==> src/rtl/eh2_lsu_ecc_scrub_pkg.sv <==
// SECDED(39,32) helpers shared by the DCCM check/correct path and its correction queue.
// Codeword positions 1..38 follow Hamming order; the top check bit is overall parity.
package eh2_lsu_ecc_scrub_pkg;

    localparam int ECC32_WIDTH = 7;
    localparam int ECC_CW_POS  = 38;

    typedef struct packed {
        logic [31:0] data;
        logic        sb;
        logic        db;
    } ecc32_dec_t;

    // XOR of the Hamming positions of every set data bit (check bits sit at powers of two)
    function automatic logic [5:0] ecc32_syndrome(input logic [31:0] d);
        logic [5:0] s;
        int         di;
        s  = '0;
        di = 0;
        for (int pos = 1; pos <= ECC_CW_POS; pos++) begin
            if ((pos & (pos - 1)) != 0) begin
                if (d[di]) s = s ^ 6'(pos);
                di++;
            end
        end
        return s;
    endfunction

    function automatic logic [ECC32_WIDTH-1:0] ecc32_encode(input logic [31:0] d);
        logic [5:0] h;
        h = ecc32_syndrome(d);
        return {^{d, h}, h};
    endfunction

    function automatic ecc32_dec_t ecc32_decode(input logic [31:0] d, input logic [ECC32_WIDTH-1:0] e);
        ecc32_dec_t r;
        logic [5:0] syn;
        logic       par;
        int         di;
        syn    = ecc32_syndrome(d) ^ e[5:0];
        par    = ^{d, e};
        r.sb   = par;
        r.db   = ~par & (syn != '0);
        r.data = d;
        di     = 0;
        for (int pos = 1; pos <= ECC_CW_POS; pos++) begin
            if ((pos & (pos - 1)) != 0) begin
                if (par && (syn == 6'(pos))) r.data[di] = ~d[di];
                di++;
            end
        end
        return r;
    endfunction

endpackage

==> src/rtl/eh2_lsu_ecc_corrq.sv <==
// Circular correction write-back queue with store-kill compare and head pop/retire.
// Pushes land one cycle later on wb_*; killed head slots retire one per cycle without a write.
module eh2_lsu_ecc_corrq
    import eh2_lsu_ecc_scrub_pkg::*;
#(
    parameter int NUM_BANKS  = 2,
    parameter int ADDR_WIDTH = 14,
    parameter int CORR_DEPTH = 4,
    parameter int BANK_W     = (NUM_BANKS > 1) ? $clog2(NUM_BANKS) : 1
) (
    input  logic                             clk,
    input  logic                             rst,
    input  logic [NUM_BANKS-1:0]             push_vld,
    input  logic [NUM_BANKS*ADDR_WIDTH-1:0]  push_addr,
    input  logic [NUM_BANKS*32-1:0]          push_data,
    input  logic                             st_wr_valid,
    input  logic [BANK_W-1:0]                st_wr_bank,
    input  logic [ADDR_WIDTH-1:0]            st_wr_addr,
    output logic                             wb_valid,
    input  logic                             wb_ready,
    output logic [BANK_W-1:0]                wb_bank,
    output logic [ADDR_WIDTH-1:0]            wb_addr,
    output logic [38:0]                      wb_data,
    output logic                             push_drop
);

    localparam int PW = $clog2(CORR_DEPTH);

    typedef struct packed {
        logic [2:0]            bank;
        logic [ADDR_WIDTH-1:0] addr;
        logic [31:0]           data;
        logic                  vld;
    } corr_t;

    corr_t         slot_q [CORR_DEPTH];
    corr_t         slot_d [CORR_DEPTH];
    logic [PW-1:0] head_q, head_d, tail_q, tail_d;
    logic [PW:0]   cnt_q, cnt_d;
    corr_t         head;
    logic          head_hit, adv;
    int            n_push, n_free;

    assign head    = slot_q[head_q];
    assign wb_bank = head.bank[BANK_W-1:0];
    assign wb_addr = head.addr;
    assign wb_data = {ecc32_encode(head.data), head.data};

    always_comb begin
        slot_d    = slot_q;
        head_d    = head_q;
        push_drop = 1'b0;
        n_push    = 0;
        head_hit  = st_wr_valid && (head.bank == 3'(st_wr_bank)) && (head.addr == st_wr_addr);
        wb_valid  = head.vld & ~head_hit;
        // a killed head still occupies its slot until it retires here
        adv       = (cnt_q != '0) && (!head.vld || (wb_valid && wb_ready));
        for (int s = 0; s < CORR_DEPTH; s++) begin
            if (st_wr_valid && (slot_q[s].bank == 3'(st_wr_bank)) && (slot_q[s].addr == st_wr_addr))
                slot_d[s].vld = 1'b0;
        end
        if (adv) begin
            slot_d[head_q].vld = 1'b0;
            head_d             = head_q + PW'(1);
        end
        n_free = CORR_DEPTH - int'(cnt_q) + int'(adv);
        for (int b = 0; b < NUM_BANKS; b++) begin
            if (push_vld[b]) begin
                if (st_wr_valid && (3'(st_wr_bank) == 3'(b)) && (st_wr_addr == push_addr[b*ADDR_WIDTH +: ADDR_WIDTH])) begin
                    // stale by the time it would be written back
                end else if (n_push < n_free) begin
                    slot_d[tail_q + PW'(n_push)] = '{bank: 3'(b),
                                                     addr: push_addr[b*ADDR_WIDTH +: ADDR_WIDTH],
                                                     data: push_data[b*32 +: 32],
                                                     vld:  1'b1};
                    n_push++;
                end else begin
                    push_drop = 1'b1;
                end
            end
        end
        tail_d = tail_q + PW'(n_push);
        cnt_d  = (PW+1)'(int'(cnt_q) - int'(adv) + n_push);
    end

    always_ff @(posedge clk or posedge rst) begin
        if (rst) begin
            slot_q <= '{default: '0};
            head_q <= '0;
            tail_q <= '0;
            cnt_q  <= '0;
        end else begin
            slot_q <= slot_d;
            head_q <= head_d;
            tail_q <= tail_d;
            cnt_q  <= cnt_d;
        end
    end

endmodule

==> src/rtl/eh2_lsu_ecc_scrub.sv <==
// DCCM SECDED decode for NUM_BANKS banks, saturating SEC/DED counters and threshold interrupt.
// Decode is combinational in dc3; corrections queue with one cycle latency, drained via wb_valid/wb_ready.
module eh2_lsu_ecc_scrub
    import eh2_lsu_ecc_scrub_pkg::*;
#(
    parameter int NUM_BANKS  = 2,
    parameter int ADDR_WIDTH = 14,
    parameter int CORR_DEPTH = 4,
    parameter int CNT_WIDTH  = 16,
    parameter int BANK_W     = (NUM_BANKS > 1) ? $clog2(NUM_BANKS) : 1
) (
    input  logic                             clk,
    input  logic                             rst,
    input  logic                             scan_mode,
    input  logic                             ecc_disable,
    input  logic [NUM_BANKS-1:0]             rd_valid,
    input  logic                             rd_fault,
    input  logic [NUM_BANKS*ADDR_WIDTH-1:0]  rd_addr,
    input  logic [NUM_BANKS*32-1:0]          rd_data,
    input  logic [NUM_BANKS*7-1:0]           rd_ecc,
    output logic [NUM_BANKS*32-1:0]          sec_data,
    output logic [NUM_BANKS-1:0]             single_err,
    output logic [NUM_BANKS-1:0]             double_err,
    output logic                             any_single,
    output logic                             any_double,
    input  logic                             st_wr_valid,
    input  logic [BANK_W-1:0]                st_wr_bank,
    input  logic [ADDR_WIDTH-1:0]            st_wr_addr,
    output logic                             wb_valid,
    input  logic                             wb_ready,
    output logic [BANK_W-1:0]                wb_bank,
    output logic [ADDR_WIDTH-1:0]            wb_addr,
    output logic [38:0]                      wb_data,
    output logic                             corr_overflow,
    output logic [CNT_WIDTH-1:0]             sec_count,
    output logic [CNT_WIDTH-1:0]             ded_count,
    input  logic [CNT_WIDTH-1:0]             err_thresh,
    input  logic                             cnt_clr,
    output logic                             err_irq
);

    localparam int SW = CNT_WIDTH + 4;
    localparam logic [CNT_WIDTH-1:0] CNT_MAX = '1;

    logic                 unused_scan;
    logic                 push_drop;
    logic [3:0]           sec_inc, ded_inc;
    logic [SW-1:0]        sec_sum, ded_sum;
    logic [CNT_WIDTH-1:0] sec_count_q, sec_count_d, ded_count_q, ded_count_d;
    logic                 overflow_q, overflow_d, err_irq_q, err_irq_d;

    assign unused_scan = scan_mode;

    for (genvar b = 0; b < NUM_BANKS; b++) begin : g_bank
        ecc32_dec_t dec;
        logic       en;
        assign en                  = rd_valid[b] & ~ecc_disable;
        assign dec                 = ecc32_decode(rd_data[b*32 +: 32], rd_ecc[b*7 +: 7]);
        assign sec_data[b*32 +: 32] = en ? dec.data : rd_data[b*32 +: 32];
        assign single_err[b]       = en & dec.sb & ~rd_fault;
        assign double_err[b]       = en & dec.db;
    end

    assign any_single = |single_err;
    assign any_double = |double_err;

    eh2_lsu_ecc_corrq #(
        .NUM_BANKS  (NUM_BANKS),
        .ADDR_WIDTH (ADDR_WIDTH),
        .CORR_DEPTH (CORR_DEPTH),
        .BANK_W     (BANK_W)
    ) u_corrq (
        .clk         (clk),
        .rst         (rst),
        .push_vld    (single_err),
        .push_addr   (rd_addr),
        .push_data   (sec_data),
        .st_wr_valid (st_wr_valid),
        .st_wr_bank  (st_wr_bank),
        .st_wr_addr  (st_wr_addr),
        .wb_valid    (wb_valid),
        .wb_ready    (wb_ready),
        .wb_bank     (wb_bank),
        .wb_addr     (wb_addr),
        .wb_data     (wb_data),
        .push_drop   (push_drop)
    );

    always_comb begin
        sec_inc = '0;
        ded_inc = '0;
        for (int b = 0; b < NUM_BANKS; b++) begin
            sec_inc = sec_inc + 4'(single_err[b]);
            ded_inc = ded_inc + 4'(double_err[b]);
        end
        sec_sum     = SW'(sec_count_q) + SW'(sec_inc);
        ded_sum     = SW'(ded_count_q) + SW'(ded_inc);
        sec_count_d = (sec_sum > SW'(CNT_MAX)) ? CNT_MAX : sec_sum[CNT_WIDTH-1:0];
        ded_count_d = (ded_sum > SW'(CNT_MAX)) ? CNT_MAX : ded_sum[CNT_WIDTH-1:0];
        overflow_d  = overflow_q | push_drop;
        // clearing takes priority over this cycle's events
        if (cnt_clr) begin
            sec_count_d = '0;
            ded_count_d = '0;
            overflow_d  = 1'b0;
        end
        err_irq_d = (err_thresh != '0) && (sec_count_d >= err_thresh);
    end

    always_ff @(posedge clk or posedge rst) begin
        if (rst) begin
            sec_count_q <= '0;
            ded_count_q <= '0;
            overflow_q  <= 1'b0;
            err_irq_q   <= 1'b0;
        end else begin
            sec_count_q <= sec_count_d;
            ded_count_q <= ded_count_d;
            overflow_q  <= overflow_d;
            err_irq_q   <= err_irq_d;
        end
    end

    assign sec_count     = sec_count_q;
    assign ded_count     = ded_count_q;
    assign corr_overflow = overflow_q;
    assign err_irq       = err_irq_q;

endmodule

==> config.mk <==
export PLATFORM = sky130hd
export DESIGN_NAME = eh2_lsu_ecc_scrub
export DESIGN_NICKNAME = d
export VERILOG_FILES = /design/src/rtl/eh2_lsu_ecc_scrub_pkg.sv /design/src/rtl/eh2_lsu_ecc_corrq.sv /design/src/rtl/eh2_lsu_ecc_scrub.sv
export SDC_FILE = /design/constraint.sdc
export NUM_CORES = 1
export LEC_CHECK = 0
export ABC_AREA = 1
export CORE_MARGIN = 10
export CORE_UTILIZATION = 30
export DETAILED_ROUTE_END_ITERATION = 8
export PLACE_DENSITY = 0.6
export SETUP_SLACK_MARGIN = 0.4
export SYNTH_ARGS = -nofsm -noshare
export SYNTH_HDL_FRONTEND = slang
export SYNTH_SLANG_ARGS = --single-unit
==> constraint.sdc <==
create_clock -name clk -period 21.2 [get_ports clk]
set_clock_uncertainty 0.2 [all_clocks]
set_input_delay 4.24 -clock clk [delete_from_list [all_inputs] [get_ports clk]]
set_output_delay 4.24 -clock clk [all_outputs]
set_load 0.01 [all_outputs]
After elaboration in Yosys (flattened, before gate mapping)
Index checks and enable logic that the tools add are counted.

word-level totals
  flip-flop bits (word level) = 241
  output and inout bits = 159

cells by class
  bitwise operators = 180
  order comparisons = 11
  equality and inequality tests = 76
  reductions and logical operators = 95
  $add $sub $neg = 12
  multiplexer cells = 220

operators by type and width
  operator              number
  $mux W200             13
  $bwmux W200           3
  $demux W50 S2         3
  $mux W32              9
  $mux W5               47
  $mux W50              4
  $eq A6 B5 Y1 const B  30
  $mux W6               20
  $not A3 Y3            39
  $bmux W50 S2          1
  $eq A14 B14 Y1        7
  $mux W16              6
  $mux W4               23
  $eq A6 B4 Y1 const B  14
  $logic_and A1 B1 Y1   84
  $reduce_xor A39 Y1    2
  $eq A6 B6 Y1 const B  12
  $not A1 Y1            70
  $mux W31              2
  $mux W30              2
  $not A4 Y4            15
  $mux W29              2
  $mux W28              2
  $not A2 Y2            28
  54 further kinds      156

Longest topological paths before layout
  depth after elaboration = 113
  depth in mapped cells = 44
  depth with buffers taken out = 42

Modules after synthesis
A second synthesis with hierarchy kept.

second synthesis, totals
  cell total of the unflattened synthesis = 3743
  area, all modules = 22347.7 µm²

by module, submodules not included
  module             times used  area an instance (µm²)  cells each
  eh2_lsu_ecc_corrq  1           15024.4                 2360
  eh2_lsu_ecc_scrub  1           7323.3                  1383

Worst setup path after synthesis
Ideal clock, no wire load.

  path kind = input-to-output
  start point = input rd_data[56]
  end point = output any_single
  path slack = 10.711 ns
  arrival = 6.049 ns
  buffers on the path = 2
  stages = 16
  path through = buf_2 -> xnor2_1 -> nand2_1 -> nand2_1 -> nand2_1 -> nand2_1 -> nand2_1 -> nand2_1 -> nand2_1 -> nand2_1 -> nand2_1 -> a21oi_2 -> buf_4 -> nand2_1 -> ha_1 -> inv_1

on the way
  cells in the longest elaborated chain, start to end = 4

ends and longest elaborated chain
  item                         RTL line                     text
  start, declared              eh2_lsu_ecc_scrub.sv:19      input logic [NUM_BANKS*32-1:0] rd_data,
  $reduce_xor A39 Y1           eh2_lsu_ecc_scrub_pkg.sv:41  par = ^{d, e};
  $and A1 B1 Y1 (2 in series)  eh2_lsu_ecc_scrub.sv:60      assign single_err[b] = en & dec.sb & ~rd_fault;
  $reduce_or A2 Y1             eh2_lsu_ecc_scrub.sv:64      assign any_single = |single_err;
  end, declared                eh2_lsu_ecc_scrub.sv:24      output logic any_single,

No other way between the ends.

Worst setup path after layout
  start point = input rd_data[8]
  end point = output sec_data[30]

on the way
  cells in the longest elaborated chain, start to end = 43
  elaborated cells on any way between the ends = 52
  those cells by class = 1 x eq/ne; 27 x mux; 22 x bitwise; 2 x reduce/logical

ends and longest elaborated chain
  item                   RTL line                     text
  $mux W4                eh2_lsu_ecc_scrub_pkg.sv:22  if (d[di]) s = s ^ 6'(pos);
  $not A3 Y3 (no line)   -
  $mux W4                eh2_lsu_ecc_scrub_pkg.sv:22
  $not A4 Y4 (no line)   -
  $mux W4                eh2_lsu_ecc_scrub_pkg.sv:22
  $mux W5 (3 in series)  eh2_lsu_ecc_scrub_pkg.sv:22
  $not A2 Y2 (no line)   -
  $mux W5                eh2_lsu_ecc_scrub_pkg.sv:22
  [... 25 more ...]      -
  $not A3 Y3 (no line)   -
  $mux W6                eh2_lsu_ecc_scrub_pkg.sv:22
  $xor A6 B6 Y6          eh2_lsu_ecc_scrub_pkg.sv:40  syn = ecc32_syndrome(d) ^ e[5:0];
  $eq A6 B6 Y1           eh2_lsu_ecc_scrub_pkg.sv:48  if (par && (syn == 6'(pos))) r.data[di] = ~d[di];
  $logic_and A1 B1 Y1 *  eh2_lsu_ecc_scrub_pkg.sv:48
  $mux W31 *             eh2_lsu_ecc_scrub_pkg.sv:48
  $mux W32 *             eh2_lsu_ecc_scrub_pkg.sv:48
  $mux W32 *             eh2_lsu_ecc_scrub.sv:59      assign sec_data[b*32 +: 32] = en ? dec.data : rd_data[b*32 +: 32];
  end, declared          eh2_lsu_ecc_scrub.sv:21      output logic [NUM_BANKS*32-1:0] sec_data,

Mark *: on every way between the ends. The rest lies on a longest branch, timed or not.

==> results.yml <==
layout:
  syn_to_final_growth_pct: 20.5
  fin_util: 0.364
  nFillCells: 8320
  drive_gt1_frac: 0.0318
  nets: 4322
cts:
  worstSkewPairLatency_ns: 0.61
  clk_pin_slew_ns: 0.06
  clock_sinks: 241
  numCtsBuffers: 30
  cts_root_buf: "clkbuf_16"
  ctsHtreeMaxLevel: 1
  clockBufferDepth: 3
  cts_tree: "yes"
  cts_setup_buffers: 0
  cts_resized: 0
  cts.hold.buffers_added: 0
drt:
  ant_nets: 0
  drc: 0
  vias_per_cell: 4.99
  dr.pass1.iters: 6
  wl_met2_mm: 43.8
  dr_wl_met3_mm: 9.45
  drt_iter0_drc: 2643
  wl_met1_mm: 42.1
  wl_mm: 98.1
  top_layer: "met4"
  routedWlPerCell_um: 18.9
  vias: 25800
global_routing:
  grt_pass1_wl_mm: 147
  grt.overflow.total: 0
  antenna_found_initial: 2
  grt_max_degree: 108
  track_usage: 0.215
  grt_pass1_vias: 23800
synth:
  synth.top_cell.area_share: 0.295
  syn_nets: 4128
  yosysMostFrequentCell: "nand2_1"
  async_flop_share: 1.00
  yosys-top-cells-count: "nand2_1 (1806), nand3_1 (499), inv_1 (454)"
  syn_area_per_cell_um2: 5.84
  yosysSeqAreaShare: 0.263
  syn-instance-count: 3933
  synth-edff-count: 0
  syn_area_um2: 23000
  synth-main-ff-cell: "dfrtp_1"
  ys_ff_latch: 241
  ys_top_cells_by_area: "nand2_1 (30%), dfrtp_1 (26%), nand3_1 (11%)"
  yosysTopAreaCell: "nand2_1"
  synth_cell_types: 55
  yosys_warnings: 0
timing:
  worst_pin_slew_ns: 1.11
  setup_tns_ns: 0
  setup_viol: 0
  hold_viol_final: 0
  slew_violations: 0
  timing.slew.headroom: 0.259
  setup_ws_ns: 8.19
  timing.fmax_mhz: 76.9
  grt_setup_unrepaired: "false"
  finalCritPeriodShare: 0.614
  timing.final.crit_period_ns: 13.01
power_and_ir_drop:
  finalPower_w: 0.00401
  max-vdd-ir-drop_v: 0.000134
  leakage_nw: 14.7
  p_per_area_nw_per_um2: 145
floorplan:
  die_h_um: 297
  core_um2: 75900
  io_pins: 306
  start_util: 0.302
  rows: 101
  die_x_um: 297
  die_area_um2: 88000
min_path:
  hold_path_class: "reg2reg"
critical_path:
  worst_setup_path_end_kind: "output port"
  crit_path_max_fanout: 10
  path_class: "in2out"
  reg2reg_slack_ns: 12.43
  required_ns: 16.76
  arrival_ns: 8.57
  worst_setup_path_start_kind: "primary input"
placed_design:
  place_ws_ns: 8.25
  gp_congestion: 0.955
  dp_hpwl_mm: 70.6
  portBuffers: 304
flow_run:
  cap_viol_max_count: 0
run_status:
  status: "completed"
[worst max-delay path: stages]
cell             delay, ns
clkdlybuf4s50_1       0.61
inv_1                 0.18
nand2_1               0.06
nand2_1               0.13
nand2_1               0.06
nand2_1               0.14
nand3_1               0.26
nand2_1               0.18
nand2_1               0.08
nand2_1               0.09
nand3_1               0.10
nand2_2               0.17
nand2_2               0.26
nor2_1                0.74
nand3_1               0.37
nand2_1               0.23
clkdlybuf4s50_1       0.64
[cells by family after synthesis]
| family | share of synthesized area |
|---|---|
| simple gates | 0.471 |
| buf+inv | 0.112 |
| compound gates | 0.0671 |
| flops | 0.263 |
| xor+xnor | 0.0605 |
| fa+ha+maj | 0.0271 |
[registers in the layout (all words and copies together) (netlist names)]
register / count
sec_count: 16
u_corrq.slot_q: 200
err_irq: 1
u_corrq.cnt_q: 3
u_corrq.head_q: 2
corr_overflow: 1
ded_count: 16
u_corrq.tail_q: 2
[routing by layer]
layer,up-vias,GRT usage
met3,146,0.0417
met1,11900,0.289
met5,-,0
met4,0,0.0588
li1,12700,-
met2,1098,0.346
[final cells by class]
class	count	area (um^2)	share of cell area
inverters	468	1760	0.0638
flip-flops and latches	241	6040	0.218
clock inverters	10	82.6	0.00298
diodes	1	2.50	0.0000905
clock buffers	46	881	0.0318
multi-input cells	3059	14400	0.520
well taps	1030	1290	0.0466
repair buffers	327	3220	0.116
[layout by cell type (no fill, tap or decap), types with 6 or more instances in the layout]
cell type	instances
clkinv_2	6
clkbuf_16	30
a21oi_1	59
nand3_1	499
nand2_1	1802
clkbuf_8	7
nand3b_1	15
inv_2	13
dfrtp_1	239
nor2_2	8
o21ai_0	55
nand2_2	11
xnor2_1	66
ha_1	45
inv_1	453
xor2_1	89
nor3_1	19
nand4_1	32
o211ai_1	59
nor4_1	20
clkdlybuf4s50_1	304
o21ai_1	48
buf_4	23
clkbuf_1	9
nor2_1	168
[power by group]
| part | switching (W) | leakage, nW | internal (W) |
|---|---|---|---|
| logic | 0.00172 | 11.4 | 0.00100 |
| registers | 0.000142 | 2.87 | 0.000642 |
| clock network | 0.000222 | 0.466 | 0.000286 |
[path summary, 6_finish.rpt]
path	startpoint	end	depth (start not counted)
max	rd_data[8]	sec_data[30]	17
min	u_corrq.slot_q[48]	u_corrq.slot_q[48]	2
max reg2reg	u_corrq.head_q[0]	u_corrq.slot_q[61]	34
min reg2reg	u_corrq.slot_q[48]	u_corrq.slot_q[48]	2
max in group asynchronous	rst	u_corrq.slot_q[153]	3
min in group asynchronous	rst	u_corrq.slot_q[132]	2
[per-stage QoR]
step | cell area (um^2) | hold slack [ns] | cells
after floorplan | 23000 | 0.273 | 3933
after global placement | 26700 | 0.281 | 5125
after detailed placement | 26700 | 0.292 | 5125
after CTS | 27700 | 0.301 | 5181
after global routing | 27700 | 0.307 | 5182
final | 27700 | 0.298 | 5182
Power figures use the tool's default switching activity.
